**config.mk**
```make
export PLATFORM = sky130hd
export DESIGN_NAME = spi_port_sequencer
export DESIGN_NICKNAME = d
export VERILOG_FILES = /design/src/rtl/spi_port_pkg.sv /design/src/rtl/spi_port_sequencer_sync.sv /design/src/rtl/spi_port_sequencer.sv
export SDC_FILE = /design/constraint.sdc
export NUM_CORES = 1
export LEC_CHECK = 0
export CAP_MARGIN = 25
export CORE_MARGIN = 1.5
export CORE_UTILIZATION = 35
export CTS_CLUSTER_DIAMETER = 50
export DETAILED_ROUTE_END_ITERATION = 10
export GPL_TIMING_DRIVEN = 0
export PLACE_DENSITY = 0.53
export REMOVE_ABC_BUFFERS = 1
export SLEW_MARGIN = 20
export SYNTH_ARGS = -nofsm -noshare
export SYNTH_HDL_FRONTEND = slang
export SYNTH_SLANG_ARGS = --single-unit
```
**constraint.sdc**
```tcl
create_clock -name clk -period 7 [get_ports clk]
set_clock_uncertainty 0.05 [all_clocks]
set_input_delay 1.4 -clock clk [delete_from_list [all_inputs] [get_ports clk]]
set_output_delay 1.4 -clock clk [all_outputs]
set_load 0.01 [all_outputs]
```
**src/rtl/spi_port_pkg.sv**
```systemverilog
// Shared definitions for the SPI port sequencer: register-select codes,
// frame field positions and the sequencer FSM encoding.
package spi_port_pkg;

  localparam logic [3:0] REG_LINE   = 4'b1110;
  localparam logic [3:0] REG_PULLUP = 4'b1101;
  localparam logic [3:0] REG_MODE   = 4'b1011;
  localparam logic [3:0] REG_OUTPUT = 4'b0111;
  localparam logic [3:0] REG_NONE   = 4'b1111;

  localparam int FRAME_BITS = 16;
  localparam int HDR_BITS   = 8;
  localparam int RW_BIT     = 15;
  localparam int IDX_MSB    = 14;
  localparam int IDX_LSB    = 12;
  localparam int REG_MSB    = 11;
  localparam int REG_LSB    = 8;
  localparam int DATA_MSB   = 7;
  localparam int DATA_LSB   = 0;

  typedef enum logic [2:0] {
    ST_IDLE,
    ST_SHIFT_HDR,
    ST_RD_SETUP,
    ST_SHIFT_DATA,
    ST_WR_SETUP,
    ST_WR_STROBE,
    ST_WR_HOLD,
    ST_DRAIN
  } state_e;

  function automatic logic regsel_valid(input logic [3:0] rs);
    return rs inside {REG_LINE, REG_PULLUP, REG_MODE, REG_OUTPUT};
  endfunction

endpackage

```
**src/rtl/spi_port_sequencer_sync.sv**
```systemverilog
// Multi-stage synchronizer for an asynchronous SPI pin, with rise/fall
// pulses of the synchronized level (one clk wide).
module spi_sync_edge #(
  parameter int   SYNC_STAGES = 2,
  parameter logic RST_VAL     = 1'b0
) (
  input  logic clk_i,
  input  logic rst_i,
  input  logic d_i,
  output logic q_o,
  output logic rise_o,
  output logic fall_o
);

  logic [SYNC_STAGES-1:0] sync_q;
  logic                   prev_q;

  always_ff @(posedge clk_i or posedge rst_i) begin
    if (rst_i) begin
      sync_q <= {SYNC_STAGES{RST_VAL}};
      prev_q <= RST_VAL;
    end else begin
      sync_q <= (sync_q << 1) | SYNC_STAGES'(d_i);
      prev_q <= sync_q[SYNC_STAGES-1];
    end
  end

  assign q_o    = sync_q[SYNC_STAGES-1];
  assign rise_o = q_o & ~prev_q;
  assign fall_o = ~q_o & prev_q;

endmodule

```
**src/rtl/spi_port_sequencer.sv**
```systemverilog
// SPI-slave front end that decodes 16-bit frames and sequences reads/writes
// on the shared PORT register bus with setup and hold around each strobe.
module spi_port_sequencer
  import spi_port_pkg::*;
#(
  parameter int NUM_PORTS   = 4,
  parameter int EN_CYCLES   = 2,
  parameter int SYNC_STAGES = 2
) (
  input  logic                 clk,
  input  logic                 rst,
  input  logic                 sclk,
  input  logic                 cs_n,
  input  logic                 mosi,
  output logic                 miso,
  output logic                 miso_oe,
  output logic [NUM_PORTS-1:0] port_en,
  output logic                 port_rw,
  output logic [3:0]           port_regsel,
  output logic [7:0]           bus_dout,
  output logic                 bus_oe,
  input  logic [7:0]           bus_din,
  output logic                 frame_err
);

  localparam int CNT_W = (EN_CYCLES + 2 > 2) ? $clog2(EN_CYCLES + 2) : 1;

  logic sclk_s, sclk_rise, sclk_fall;
  logic cs_s, cs_rise, cs_fall;
  logic [SYNC_STAGES-1:0] mosi_sync_q;
  logic mosi_s;

  spi_sync_edge #(.SYNC_STAGES(SYNC_STAGES), .RST_VAL(1'b0)) u_sclk_sync (
    .clk_i(clk), .rst_i(rst), .d_i(sclk),
    .q_o(sclk_s), .rise_o(sclk_rise), .fall_o(sclk_fall)
  );

  spi_sync_edge #(.SYNC_STAGES(SYNC_STAGES), .RST_VAL(1'b1)) u_cs_sync (
    .clk_i(clk), .rst_i(rst), .d_i(cs_n),
    .q_o(cs_s), .rise_o(cs_rise), .fall_o(cs_fall)
  );

  // Same depth as the sclk path so a rise pulse lines up with its data bit.
  always_ff @(posedge clk or posedge rst) begin
    if (rst) mosi_sync_q <= '0;
    else     mosi_sync_q <= (mosi_sync_q << 1) | SYNC_STAGES'(mosi);
  end
  assign mosi_s = mosi_sync_q[SYNC_STAGES-1];

  state_e             state_q, state_d;
  logic [4:0]         bit_cnt_q, bit_cnt_d;
  logic [7:0]         shift_q, shift_d, shift_nxt;
  logic [CNT_W-1:0]   en_cnt_q, en_cnt_d;
  logic [2:0]         idx_q, idx_d;
  logic [3:0]         regsel_q, regsel_d;
  logic               rw_q, rw_d;
  logic [7:0]         wdata_q, wdata_d;
  logic [7:0]         miso_sr_q, miso_sr_d;
  logic               miso_q, miso_d;
  logic               frame_err_q, frame_err_d;
  logic               miso_oe_q;

  logic               hdr_rw;
  logic [2:0]         hdr_idx;
  logic [3:0]         hdr_rs;
  logic               hdr_bad;

  assign shift_nxt = {shift_q[6:0], mosi_s};
  assign hdr_rw    = shift_nxt[RW_BIT-HDR_BITS];
  assign hdr_idx   = shift_nxt[IDX_MSB-HDR_BITS:IDX_LSB-HDR_BITS];
  assign hdr_rs    = shift_nxt[REG_MSB-HDR_BITS:REG_LSB-HDR_BITS];
  assign hdr_bad   = (int'(hdr_idx) >= NUM_PORTS) || !regsel_valid(hdr_rs) ||
                     (!hdr_rw && (hdr_rs == REG_LINE));

  always_ff @(posedge clk or posedge rst) begin
    if (rst) begin
      state_q     <= ST_IDLE;
      bit_cnt_q   <= '0;
      shift_q     <= '0;
      en_cnt_q    <= '0;
      idx_q       <= '0;
      regsel_q    <= REG_NONE;
      rw_q        <= 1'b1;
      wdata_q     <= '0;
      miso_sr_q   <= '0;
      miso_q      <= 1'b0;
      frame_err_q <= 1'b0;
      miso_oe_q   <= 1'b0;
    end else begin
      state_q     <= state_d;
      bit_cnt_q   <= bit_cnt_d;
      shift_q     <= shift_d;
      en_cnt_q    <= en_cnt_d;
      idx_q       <= idx_d;
      regsel_q    <= regsel_d;
      rw_q        <= rw_d;
      wdata_q     <= wdata_d;
      miso_sr_q   <= miso_sr_d;
      miso_q      <= miso_d;
      frame_err_q <= frame_err_d;
      miso_oe_q   <= ~cs_s;
    end
  end

  always_comb begin
    state_d     = state_q;
    bit_cnt_d   = bit_cnt_q;
    shift_d     = shift_q;
    en_cnt_d    = en_cnt_q;
    idx_d       = idx_q;
    regsel_d    = regsel_q;
    rw_d        = rw_q;
    wdata_d     = wdata_q;
    miso_sr_d   = miso_sr_q;
    miso_d      = miso_q;
    frame_err_d = 1'b0;

    // The read shift register is zero outside a read, so MISO idles low.
    if (sclk_fall && (state_q != ST_IDLE)) begin
      miso_d    = miso_sr_q[7];
      miso_sr_d = {miso_sr_q[6:0], 1'b0};
    end

    unique case (state_q)
      ST_IDLE: begin
        miso_d    = 1'b0;
        miso_sr_d = '0;
        // Mode 0: a frame only starts with sclk idling low.
        if (cs_fall && !sclk_s) begin
          state_d   = ST_SHIFT_HDR;
          bit_cnt_d = '0;
          shift_d   = '0;
        end
      end
      ST_SHIFT_HDR: begin
        if (cs_rise) begin
          state_d = ST_IDLE;
        end else if (sclk_rise) begin
          shift_d   = shift_nxt;
          bit_cnt_d = bit_cnt_q + 5'd1;
          if (bit_cnt_q == 5'(HDR_BITS - 1)) begin
            idx_d    = hdr_idx;
            regsel_d = hdr_rs;
            rw_d     = hdr_rw;
            en_cnt_d = '0;
            if (hdr_bad) begin
              frame_err_d = 1'b1;
              state_d     = ST_DRAIN;
            end else if (hdr_rw) begin
              state_d = ST_RD_SETUP;
            end else begin
              state_d = ST_SHIFT_DATA;
            end
          end
        end
      end
      ST_RD_SETUP: begin
        en_cnt_d = en_cnt_q + 1'b1;
        // Final (hold) cycle: the registered strobe is still high on the bus.
        if (en_cnt_q == CNT_W'(EN_CYCLES + 1)) begin
          miso_sr_d = bus_din;
          en_cnt_d  = '0;
          state_d   = cs_s ? ST_IDLE : ST_SHIFT_DATA;
        end
      end
      ST_SHIFT_DATA: begin
        if (cs_rise) begin
          state_d = ST_IDLE;
        end else if (sclk_rise) begin
          shift_d   = shift_nxt;
          bit_cnt_d = bit_cnt_q + 5'd1;
          if (bit_cnt_q == 5'(FRAME_BITS - 1)) begin
            if (rw_q) begin
              state_d = ST_DRAIN;
            end else begin
              wdata_d = shift_nxt[DATA_MSB:DATA_LSB];
              state_d = ST_WR_SETUP;
            end
          end
        end
      end
      ST_WR_SETUP: begin
        en_cnt_d = '0;
        state_d  = cs_s ? ST_IDLE : ST_WR_STROBE;
      end
      ST_WR_STROBE: begin
        en_cnt_d = en_cnt_q + 1'b1;
        if (en_cnt_q == CNT_W'(EN_CYCLES - 1)) state_d = ST_WR_HOLD;
      end
      ST_WR_HOLD: begin
        state_d = cs_s ? ST_IDLE : ST_DRAIN;
      end
      ST_DRAIN: begin
        if (cs_s) state_d = ST_IDLE;
      end
      default: state_d = ST_IDLE;
    endcase
  end

  logic [NUM_PORTS-1:0] sel_onehot;
  logic [NUM_PORTS-1:0] port_en_q, port_en_d;
  logic                 port_rw_q, port_rw_d;
  logic [3:0]           port_regsel_q, port_regsel_d;
  logic [7:0]           bus_dout_q, bus_dout_d;
  logic                 bus_oe_q, bus_oe_d;

  assign sel_onehot = NUM_PORTS'(1) << idx_q;

  // Bus outputs are registered so the strobe and its qualifiers never glitch.
  always_comb begin
    port_en_d     = '0;
    port_rw_d     = 1'b1;
    port_regsel_d = REG_NONE;
    bus_dout_d    = '0;
    bus_oe_d      = 1'b0;
    unique case (state_q)
      ST_RD_SETUP: begin
        port_regsel_d = regsel_q;
        if ((en_cnt_q != '0) && (en_cnt_q <= CNT_W'(EN_CYCLES))) port_en_d = sel_onehot;
      end
      ST_WR_SETUP, ST_WR_STROBE, ST_WR_HOLD: begin
        port_rw_d     = 1'b0;
        port_regsel_d = regsel_q;
        bus_dout_d    = wdata_q;
        bus_oe_d      = 1'b1;
        if (state_q == ST_WR_STROBE) port_en_d = sel_onehot;
      end
      default: ;
    endcase
  end

  always_ff @(posedge clk or posedge rst) begin
    if (rst) begin
      port_en_q     <= '0;
      port_rw_q     <= 1'b1;
      port_regsel_q <= REG_NONE;
      bus_dout_q    <= '0;
      bus_oe_q      <= 1'b0;
    end else begin
      port_en_q     <= port_en_d;
      port_rw_q     <= port_rw_d;
      port_regsel_q <= port_regsel_d;
      bus_dout_q    <= bus_dout_d;
      bus_oe_q      <= bus_oe_d;
    end
  end

  assign miso        = miso_q;
  assign miso_oe     = miso_oe_q;
  assign port_en     = port_en_q;
  assign port_rw     = port_rw_q;
  assign port_regsel = port_regsel_q;
  assign bus_dout    = bus_dout_q;
  assign bus_oe      = bus_oe_q;
  assign frame_err   = frame_err_q;

endmodule
```
# Word level (Yosys, flattened, before mapping)
# Index checks and enable logic that the tools add are counted.
# classes
addsub,2
mul,0
div,0
order_cmp,2
eq_ne,28
n_shift,1
n_mux,47
bitwise,13
reduce_logical,24
# op_table
op,n
2-to-1 mux 3 bit,13
2-to-1 mux 8 bit,3
case mux 3 bit (8 select lines),1
2-to-1 mux 7 bit,3
case mux 8 bit (2 select lines),1
2-to-1 mux 5 bit,3
!= test 2 bit (second input constant),7
case mux 7 bit (2 select lines),1
equality test 3 bit (second input constant),4
equality test 4 bit (second input constant),3
2-to-1 mux 2 bit,6
2-to-1 mux 4 bit,3
!= test 3 bit (second input constant),4
AND reduction 4 bit,3
2-to-1 mux 1 bit,10
case mux 5 bit (2 select lines),1
case mux 2 bit (4 select lines),1
case mux 4 bit (2 select lines),1
AND reduction 8 bit,1
nonzero test 4 bit,2
equality test 3 x 2 -> 1 bit (second input constant),2
NOT 1 bit,6
bitwise OR 2 x 1 -> 2 bit,3
nonzero test 2 bit,3
22 further kinds,32
# word_totals
regBits,70
latch_bits,0
ram_bits,0
romBits,0
mem_count,0

# Longest topological paths before layout
# logic_depth
word_depth,10
mapped_depth,8
ltp_nobuf,8

# Hierarchy
# Synthesis repeated with hierarchy kept, for this count alone.
# unflattened
cells_unflattened,242
area_unflattened_um2,2979.1
# modules_own_cells
module,n_inst,cells_per_inst,area_each_um2,seq_area_each_um2
spi_port_sequencer,1,230,2787.7,1614.0
spi_sync_edge (u_cs_sync),1,6,97.6,78.8
spi_sync_edge (u_sclk_sync),1,6,93.8,75.1

# Worst setup path before layout
# OpenSTA, ideal clock, no wires.
# synth_path
path_type,register to register
start,register u_cs_sync.prev_q
end,register bit_cnt_q[3]
setup_time_ps,78
arrival_ps,1870
path_slack_ps,5002
stages_incl_launch_ff,6
synth_period_minus_slack_ps,1998
cell_sequence,dfstp_2 or3b_1 or3_1 a21o_1 or3_1 a21boi_1
# synth_between
elab_chain_cells,4
word_cells_on_any_way,7
classes_between,2 x eq/ne; 3 x bitwise; 2 x reduce/logical
# synth_lines
element,line_no,source
from (decl),spi_port_sequencer_sync.sv:16,logic prev_q;
from (signal assigned),spi_port_sequencer_sync.sv:24,prev_q <= sync_q[SYNC_STAGES-1];
AND 1 bit / NOT 1 bit (equally long branches),"spi_port_sequencer_sync.sv:30, spi_port_sequencer_sync.sv:29",
logical AND 1 bit / AND 1 bit (equally long branches),"spi_port_sequencer.sv:129, spi_port_sequencer_sync.sv:29",
!= test 2 bit (no line),-,
AND reduction 4 bit (no line) *,-,
to (signal assigned),spi_port_sequencer.sv:91,bit_cnt_q <= bit_cnt_d;
to (decl),spi_port_sequencer.sv:51,"logic [4:0] bit_cnt_q, bit_cnt_d;"
# Every way passes the cells marked *; elsewhere a longest branch is shown, timed or not.
# A chain may end at the register's enable or synchronous reset.

# Final worst setup path
# layout_path
start,register port_regsel_q[1] (netlist: port_regsel[1])
end,output port port_regsel[1]
# layout_rtl
element,line_no,source
from (decl),spi_port_sequencer.sv:203,"logic [3:0] port_regsel_q, port_regsel_d;"
from (signal assigned),spi_port_sequencer.sv:242,port_regsel_q <= port_regsel_d;
to (decl),spi_port_sequencer.sv:19,"output logic [3:0] port_regsel,"
# No word-level cell between the ends.

==> summary.txt <==
Critical path
  • Setup CP Type: register to output port
  • Family with the most delay on the worst path: flip-flops
  • Critical path fanouts, max: 1
  • Critical Path, Cell by Cell: clkdlybuf4s50_1
  • Crit. End Element: output port
  • WP data required: 5.55 ns
  • Crit path largest cell delay: 0.52 ns
  • CP arrival: 1.37 ns
  • Crit path buffers/inverters: 1
  • Worst Setup Start Kind: register
  • Slowest cell on crit path: dfstp_2

Pwr
  • Clock power share: 28.5%
  • Comb power frac: 25.1%
  • Pint: 0.829 mW
  • Peak VDD IR: 0.000115 V
  • Switching Power: 0.392 mW
  • Reg power frac: 46.3%
  • Switching part of the total: 32.1%
  • Static leakage power: 1.60 nW
  • Pwr/cell area: 339 nW/µm²

Clocking
  • TritonCTS clock tree: yes
  • CTS HTree Levels: 3
  • Num CTS Buffers: 9
  • Root Buffer: clkbuf_8
  • Post-CTS Resized: 0
  • Reg clk slew, reported paths: 0.07 ns
  • CTS Sinks: 70
  • Bufs on Longest Clock Path: 2
  • Post-CTS Repair Setup Buffers: 0
  • Clock Latency Late Sink: 0.34 ns
  • # hold bufs at CTS: 0

Global routing
  • Global route hottest layer: met2
  • Met2 Use GR: 20.4%
  • Initial antenna violation count: 0
  • Met1 Track Usage GR: 18.4%
  • GR Overflow Total: 0
  • Global-route wire length before repair: 9.07 mm
  • Global Route Usage Sum: 13.4%
  • Met3 Resource Use GR: 2.66%
  • Vias in the first global route: 1882
  • Pin count of the biggest net entering global routing: 52

Cells and area
  • FF/Latch Area: 1770 µm²
  • Layout area overhead: 23.2%
  • Most frequent cells in the layout: 57 x dfrtp_1, 33 x clkdlybuf4s50_1, 28 x nand2_1
  • Multi-input gate area: 1080 µm²
  • Most common library cell in the layout ignoring fill and taps: dfrtp_1
  • Number of diodes: 0
  • Layout cell share with drive strength beyond 1: 17.6%
  • FILL cells: 765
  • Final layout net count: 302
  • Final Util: 44.2%

Synth
  • Register area share after synthesis: 60.5%
  • Number of flops mapped to enable cells by yosys: 0
  • Top cell type by total area after synthesis: dfrtp_1
  • Synth Cell Area: 2920 µm²
  • Share of the synthesized area in the top cell type: 48.8%
  • Synth warnings: 0
  • Area contributors post-synth: dfrtp_1 49%, dfstp_2 12%, mux2_2 6.2%
  • Gate count after technology mapping: 247
  • Async SR Flop Fraction: 100%
  • Yosys cell types: 44
  • Post-Syn Area per Cell: 11.8 µm²
  • Synthesis-stage register bit count: 70
  • Synth Flop Type: dfrtp_1

Die
  • Core area: 8130 µm²
  • Die ar.: 8900 µm²
  • Cell Rows: 33
  • I/O pins: 34
  • Die H: 94.3 µm
  • Die width: 94.3 µm
  • Initial Util: 35.9%

Route
  • Avg Vias per Cell: 4.92
  • Final WL: 5.38 mm
  • Iter 0 DRT Violations: 90
  • WL per Instance: 13.6 µm
  • Number of remaining DRC errors: 0
  • Antenna-violating nets left: 0
  • Via Count: 1944
  • 1st-pass router iterations: 4

Placement
  • GP Congestion: 0.730
  • Port bufs: 33
  • HPWL after DPL: 3.57 mm

Timing
  • Fin crit share: 40.3%
  • Min Tclk post-route: 2.82 ns
  • Final Hold Viols: 0
  • RSZ-0062 raised after global routing: false
  • Slew Limit Fails: 0
  • FMAX: 0.354 GHz
  • Setup TNS: 0 ns
  • Tightest Pin Transition: 0.865 ns
  • Slew HR: 41.9%
  • Final Setup Violations: 0

Run status
  • Status: complete, no violations

Run
  • Number of max-cap violations: 0

Min path
  • Worst Hold Class: register to register
==> state kept, by name, summed over array words and instances (netlist names), 2 cells and up <==
signal / cells
bus_dout: 8
miso_sr_q: 8
wdata_q: 8
shift_q: 7
bit_cnt_q: 5
port_en: 4
port_regsel: 4
regsel_q: 4
idx_q: 3
state_q: 3
en_cnt_q: 2
mosi_sync_q: 2
u_cs_sync.sync_q: 2
u_sclk_sync.sync_q: 2
==> Yosys cell counts, types with 2 or more instances <==
cell type and number:
and3_1 3, nand2b_1 10, ha_1 4, nor3_1 3, buf_2 2, o22ai_1 2
a222oi_1 2, nand2_1 28, nand3_1 4, or2_2 2, inv_1 11, dfstp_2 13
or3_1 5, mux2_2 16, and2_1 8, a21oi_1 10, nor2_1 8, and3b_1 2
clkbuf_1 5, a22o_1 6, mux2i_1 9, dfrtp_1 57, a211oi_1 3, o21ai_0 14
==> layout make-up <==
class	instances	area share (%)
timing repair buffer	34	9.94
clock buffer	10	3.55
inverter	11	1.22
tap	105	3.65
multi-input combinational	159	30.1
sequential	70	49.1
clock inverter	6	2.43
==> per-layer routing <==
| layer | vias up | wire length [µm] |
|---|---|---|
| met3 | 7 | 243 |
| met5 | - | 0 |
| li1 | 949 | - |
| met4 | 0 | 53 |
| met1 | 945 | 2680 |
| met2 | 43 | 2400 |
==> stage by stage <==
stage	total power, mW	setup slack (ns)	hold slack [ns]	area [µm²]	std cells
finish	1.22	4.18	0.302	3600	395
detailed placement	0.883	4.38	0.286	3380	379
CTS	1.24	4.15	0.302	3600	395
global placement	0.875	2.57	0.282	3350	378
floorplan	0.761	3.80	0.281	2890	240
global route	1.30	4.13	0.313	3600	395
==> power groups by stage <==
stage          Sequential, mW  Combinational, mW  Clock, mW
3_3_place_gp            0.572              0.303          0
6_report                0.566              0.307      0.348
4_1_cts                 0.565              0.312      0.359
5_1_grt                 0.580              0.348      0.376
2_1_floorplan           0.558              0.203          0
3_5_place_dp            0.574              0.309          0
==> cell families after synthesis <==
family	after synthesis	synth area share [%]
XOR/XNOR	1	0.300
multiplexers	25	9.25
AND/OR/NAND/NOR	82	15.0
flip-flops	70	60.5
buffers and inverters	18	2.40
adder cells (fa/ha/maj)	4	1.71
AO/OA/AOI/OAI	47	10.8
==> final timing paths <==
| check | start | end | slack, ns | cells after the start |
|---|---|---|---|---|
| hold / removal | u_sclk_sync.sync_q[0]$_DFF_PP0_ | u_sclk_sync.sync_q[1]$_DFF_PP0_ | 0.30 | 0 |
| max in group asynchronous | rst | rw_q$_DFFE_PP1P_ | 5.01 | 3 |
| min in group asynchronous | rst | miso_sr_q[2]$_DFF_PP0_ | 1.32 | 2 |
| hold reg to reg | u_sclk_sync.sync_q[0]$_DFF_PP0_ | u_sclk_sync.sync_q[1]$_DFF_PP0_ | 0.30 | 0 |
| setup / recovery | port_regsel[1]$_DFF_PP1_ | port_regsel[1] | 4.18 | 1 |
| setup reg to reg | state_q[0]$_DFFE_PP0P_ | wdata_q[6]$_DFFE_PP0P_ | 4.35 | 4 |
No activity file was read; power rests on OpenSTA's default activity.
